## src/rtl/bcd_pkg.sv

```systemverilog
// Shared types, defaults and helpers for the cascaded BCD counter.
package bcd_pkg;

    typedef logic [3:0] bcd_digit_t;

    typedef enum logic {
        DIR_DOWN = 1'b0,
        DIR_UP   = 1'b1
    } dir_e;

    // Time-of-day defaults: HH:MM:SS with hours capped at 23.
    localparam int                 TOD_DIGITS = 6;
    localparam logic [4*6-1:0]     TOD_LIMITS = {4'd2, 4'd9, 4'd5, 4'd9, 4'd5, 4'd9};
    localparam logic [4*6-1:0]     TOD_WRAP   = 24'h235959;

    // Saturate a loaded digit to its limit (also catches A-F).
    function automatic bcd_digit_t bcd_clamp(input bcd_digit_t digit, input bcd_digit_t limit);
        return (digit > limit) ? limit : digit;
    endfunction

endpackage

```

## src/rtl/bcd_digit_cell.sv

```systemverilog
// One BCD digit: load/clamp, up/down step with rollover at a per-digit limit,
// and a combinational carry/borrow to the next digit.
module bcd_digit_cell
    import bcd_pkg::*;
(
    input  logic [3:0] cur_i,
    input  logic [3:0] limit_i,
    input  logic       step_i,
    input  logic       dir_i,
    input  logic       load_i,
    input  logic [3:0] load_digit_i,
    output logic [3:0] next_o,
    output logic       carry_o,
    output logic       clamp_o
);

    logic at_edge;
    logic up;

    assign up      = (dir_e'(dir_i) == DIR_UP);
    // Rollover point: limit when counting up, zero when counting down.
    assign at_edge = up ? (cur_i == limit_i) : (cur_i == 4'd0);
    assign carry_o = step_i & at_edge;
    assign clamp_o = (load_digit_i > limit_i);

    // Next digit value: load wins, then step, else hold.
    always_comb begin
        next_o = cur_i;
        if (load_i) begin
            next_o = bcd_clamp(load_digit_i, limit_i);
        end else if (step_i) begin
            if (up) next_o = at_edge ? 4'd0    : cur_i + 4'd1;
            else    next_o = at_edge ? limit_i : cur_i - 4'd1;
        end
    end

endmodule

```

## src/rtl/bcd_chain_counter.sv

```systemverilog
// Multi-digit cascaded BCD up/down counter with per-digit limits, optional
// whole-value wrap point, clamped parallel load and registered status pulses.
module bcd_chain_counter
    import bcd_pkg::*;
#(
    parameter int                        NUM_DIGITS   = TOD_DIGITS,
    parameter logic [4*NUM_DIGITS-1:0]   DIGIT_LIMITS = TOD_LIMITS,
    parameter bit                        WRAP_EN      = 1'b1,
    parameter logic [4*NUM_DIGITS-1:0]   WRAP_VAL     = TOD_WRAP
) (
    input  logic                      clk,
    input  logic                      rst_n,
    input  logic                      tick_in,
    input  logic                      dir,
    input  logic                      load_enable,
    input  logic [4*NUM_DIGITS-1:0]   load_val,
    output logic [4*NUM_DIGITS-1:0]   count,
    output logic                      wrap_out,
    output logic                      load_err
);

    logic [4*NUM_DIGITS-1:0] count_q, count_d, cell_next;
    logic                    wrap_q, wrap_d;
    logic                    load_err_q, load_err_d;
    logic [NUM_DIGITS:0]     step;
    logic [NUM_DIGITS-1:0]   clamp;
    logic                    force_zero, force_wrap_val;

    // A load suppresses any step so carries never interfere with loaded data.
    assign step[0] = tick_in & ~load_enable;

    genvar g;
    for (g = 0; g < NUM_DIGITS; g++) begin : g_digit
        if (DIGIT_LIMITS[4*g +: 4] < 4'd1 || DIGIT_LIMITS[4*g +: 4] > 4'd9) begin : g_bad_limit
            $error("bcd_chain_counter: digit %0d limit out of 1..9", g);
        end
        if (WRAP_EN && (WRAP_VAL[4*g +: 4] > DIGIT_LIMITS[4*g +: 4])) begin : g_bad_wrap
            $error("bcd_chain_counter: WRAP_VAL digit %0d exceeds its limit", g);
        end

        bcd_digit_cell u_cell (
            .cur_i        (count_q[4*g +: 4]),
            .limit_i      (DIGIT_LIMITS[4*g +: 4]),
            .step_i       (step[g]),
            .dir_i        (dir),
            .load_i       (load_enable),
            .load_digit_i (load_val[4*g +: 4]),
            .next_o       (cell_next[4*g +: 4]),
            .carry_o      (step[g+1]),
            .clamp_o      (clamp[g])
        );
    end

    // Whole-value wrap overrides: up from WRAP_VAL goes to 0; down from 0 goes
    // to WRAP_VAL. Values above WRAP_VAL fall through to natural rollover.
    assign force_zero     = WRAP_EN && step[0] && dir && (count_q == WRAP_VAL);
    assign force_wrap_val = WRAP_EN && step[NUM_DIGITS] && !dir;

    // Next-state for count and the status pulses.
    always_comb begin
        count_d = cell_next;
        if (force_zero)     count_d = '0;
        if (force_wrap_val) count_d = WRAP_VAL;
        wrap_d     = step[NUM_DIGITS] | force_zero;
        load_err_d = load_enable & (|clamp);
    end

    // Registered state with synchronous active-low reset.
    always_ff @(posedge clk) begin
        if (!rst_n) begin
            count_q    <= '0;
            wrap_q     <= 1'b0;
            load_err_q <= 1'b0;
        end else begin
            count_q    <= count_d;
            wrap_q     <= wrap_d;
            load_err_q <= load_err_d;
        end
    end

    assign count    = count_q;
    assign wrap_out = wrap_q;
    assign load_err = load_err_q;

endmodule

```

## config.mk

```make
export PLATFORM = sky130hd
export DESIGN_NAME = bcd_chain_counter
export DESIGN_NICKNAME = d
export VERILOG_FILES = /design/src/rtl/bcd_pkg.sv /design/src/rtl/bcd_digit_cell.sv /design/src/rtl/bcd_chain_counter.sv
export SDC_FILE = /design/constraint.sdc
export NUM_CORES = 1
export LEC_CHECK = 0
export CAP_MARGIN = 30
export CORE_MARGIN = 5
export CORE_UTILIZATION = 51
export DETAILED_ROUTE_END_ITERATION = 8
export PLACE_DENSITY = 0.78
export SLEW_MARGIN = 20
export SYNTH_ARGS = -nofsm -noshare
export SYNTH_HDL_FRONTEND = slang
export SYNTH_SLANG_ARGS = --single-unit
```

## constraint.sdc

```tcl
create_clock -name clk -period 3.6 [get_ports clk]
set_input_delay 1.08 -clock clk [delete_from_list [all_inputs] [get_ports clk]]
set_output_delay 1.08 -clock clk [all_outputs]
set_load 0.01 [all_outputs]
```

==> metrics.txt <==
Initial Util 52.3%; hold path depth 2; Row Count 25; status complete, no violations; Top FF cell, synth dfxtp_1; Starting DRT DRC Count 297; EDFF count, synth 0; most frequent cell after synthesis dfxtp_1; CTS Hold Bufs 0; crit start category primary input; Hold Path End count[15]$_SDFFE_PP0P_; Die Area 0.00634 mm²; H-tree lvl count 1; CP required 3.82 ns; post-CTS sizing 0; RD Place Congestion 0.843; Tot Pwr 847 µW; fillcell total 429; register area share after synthesis 21.1%; post-DP HPWL 5130 µm; largest net degree at the start of global routing 38; ratio of cells with drive above 1 in the final layout 7.88%; share of the synthesized area in the top cell type 21.1%; largest area contributor in the netlist dfxtp_1; GRT Util Overall 21.7%; Distinct cells, synth 67; VDD IR max 0.168 mV; Rel. slew slack 60.8%; TritonCTS Buffers 3; Avg Cell Area, Syn 7.75 µm²; Initial DRT Pass Iterations 5; RSZ-0062 raised after global routing false; Clock Latency Late Sink 0.29 ns; Mapped Cells 319; Die Ht 79.6 µm; final wirelength 6920 µm; Wirelength per Cell 15.9 µm; Remaining DRCs 0; R2R Path End count[22]$_SDFFE_PP0P_; max cap viols 0; fmax 0.331 GHz; vias 2619; Port Buffer Count 54; Power Dens Cells 270 mW/mm²; Hold Violations, Final 0; Static Leakage 0.00122 µW; clk_skew 0.00336 ns; setup slack, reg-to-reg 0.94 ns; Synthesized Nets 368; first-pass GRT wire length 11200 µm; measured slew at the worst slew-check pin 0.588 ns; crit path time final 3.02 ns; final setup fails 0; ANT nets after route 0; Slew Viols, Final 0; maximum root-to-sink buffer count 2; top cells by count, synth dfxtp_1 (26), a21oi_1 (25), inv_1 (25); CP endpoint kind flip-flop; critical path class in -> reg; cells on worst reg2reg path 7; Layout area overhead 26.9%; Synth warnings 0; Fin Setup TNS 0 ns; Final Cycle Share 83.8%; area of the multi-input gates 0.00178 mm²; CTS tree yes; RR Startpoint count[9]$_SDFFE_PP0P_; Worst EP arrival 3.23 ns; GRT overflow 0; clk sink count 26; FF+latch area 520 µm²; initial antenna violation count 0; register bit count reported by yosys 26; Core Box Area 0.00472 mm²; Post-CTS Setup Bufs 0; number of global-route vias before repair 2375; Reg clk slew, reported paths 0.10 ns; die width 79.6 µm; Ports 55; crit path max fanout 23; antenna cells 0; Clock Tree Root clkbuf_8; Synth Cell Area 0.00247 mm²; Async S/R FF share, synth 0%; Min-Delay Path Class reg -> reg; synth top area cells dfxtp_1 (21%), ha_1 (10%), a21oi_1 (5.1%), inv_1 (3.8%), nand2_1 (3.5%); min-delay src count[15]$_SDFFE_PP0P_; fin nets 418; DR vias/cell 6.02
==> cells by family after synthesis <==
| logic type | synth area share [%] |
|---|---|
| AO/OA/AOI/OAI | 29.9 |
| AND/OR/NAND/NOR | 26.7 |
| buffers and inverters | 6.94 |
| adder cells (fa/ha/maj) | 10.1 |
| XOR/XNOR | 1.42 |
| multiplexers | 3.80 |
| flip-flops | 21.1 |
==> sequential cells by signal, summed over array words and instances, names as in the netlist <==
name      flops
count        24
load_err      1
wrap_out      1
==> worst max path at each step <==
stage,startpoint,endpoint,slack [ns]
after floorplan,dir,count[22]$_SDFFE_PP0P_,0.55
after global placement,dir,count[22]$_SDFFE_PP0P_,0.33
after detailed placement,dir,count[22]$_SDFFE_PP0P_,0.28
after CTS,dir,count[22]$_SDFFE_PP0P_,0.58
after global routing,dir,count[17]$_SDFFE_PN0P_,0.50
final,dir,count[22]$_SDFFE_PP0P_,0.58
==> area by class of cell <==
type,count,area share [%]
clock buffer,4,1.76
timing repair buffer,63,19.2
multi-input combinational,250,56.7
sequential,26,16.6
inverter,25,2.99
tap,67,2.67
==> cells in the final DEF, fill, tap and decap left out, drive strengths merged, types with 5 or more instances in the layout <==
master / n
nand3b: 8
nand4: 7
clkdlybuf4s50: 53
ha: 20
inv: 25
a211oi: 6
nor3: 8
mux2i: 6
o21ai: 18
a311oi: 5
nand3: 16
dfxtp: 26
and2: 5
buf: 10
nor2: 19
nand2: 23
nand2b: 8
a21oi: 25
==> metrics by stage <==
step                instance area (µm²)  utilization (%)  setup WS [ns]  cells  hold slack (ns)
detailed placement                 3080             65.2          0.280    431            0.542
global placement                   3080             65.2          0.330    431            0.547
floorplan                          2470                -          0.551    319            0.535
finish                             3140             66.4          0.581    435            0.571
CTS                                3140             66.4          0.583    435            0.557
global route                       3140             66.4          0.497    435            0.604
==> metal layers <==
metal  up-vias  share of wire [%]  global-route usage [%]
met3         8                5.6                    2.48
met2        91                 47                    34.3
li1       1294                  -                       -
met1      1226                 46                    30.3
met5         -                  0                       0
met4         0                1.6                    7.56
==> where the power goes <==
group          internal [µW]  switching (µW)
Combinational            150             150
Clock                   98.4             109
Sequential               305            35.1
==> critical path: stages <==
cell and delay, ns:
buf_2 0.23, or4b_2 0.71, a22oi_4 0.30, nand3_4 0.15, or4_1 0.54, a211oi_2 0.21
Note: power is estimated with default switching activity, not from simulation.
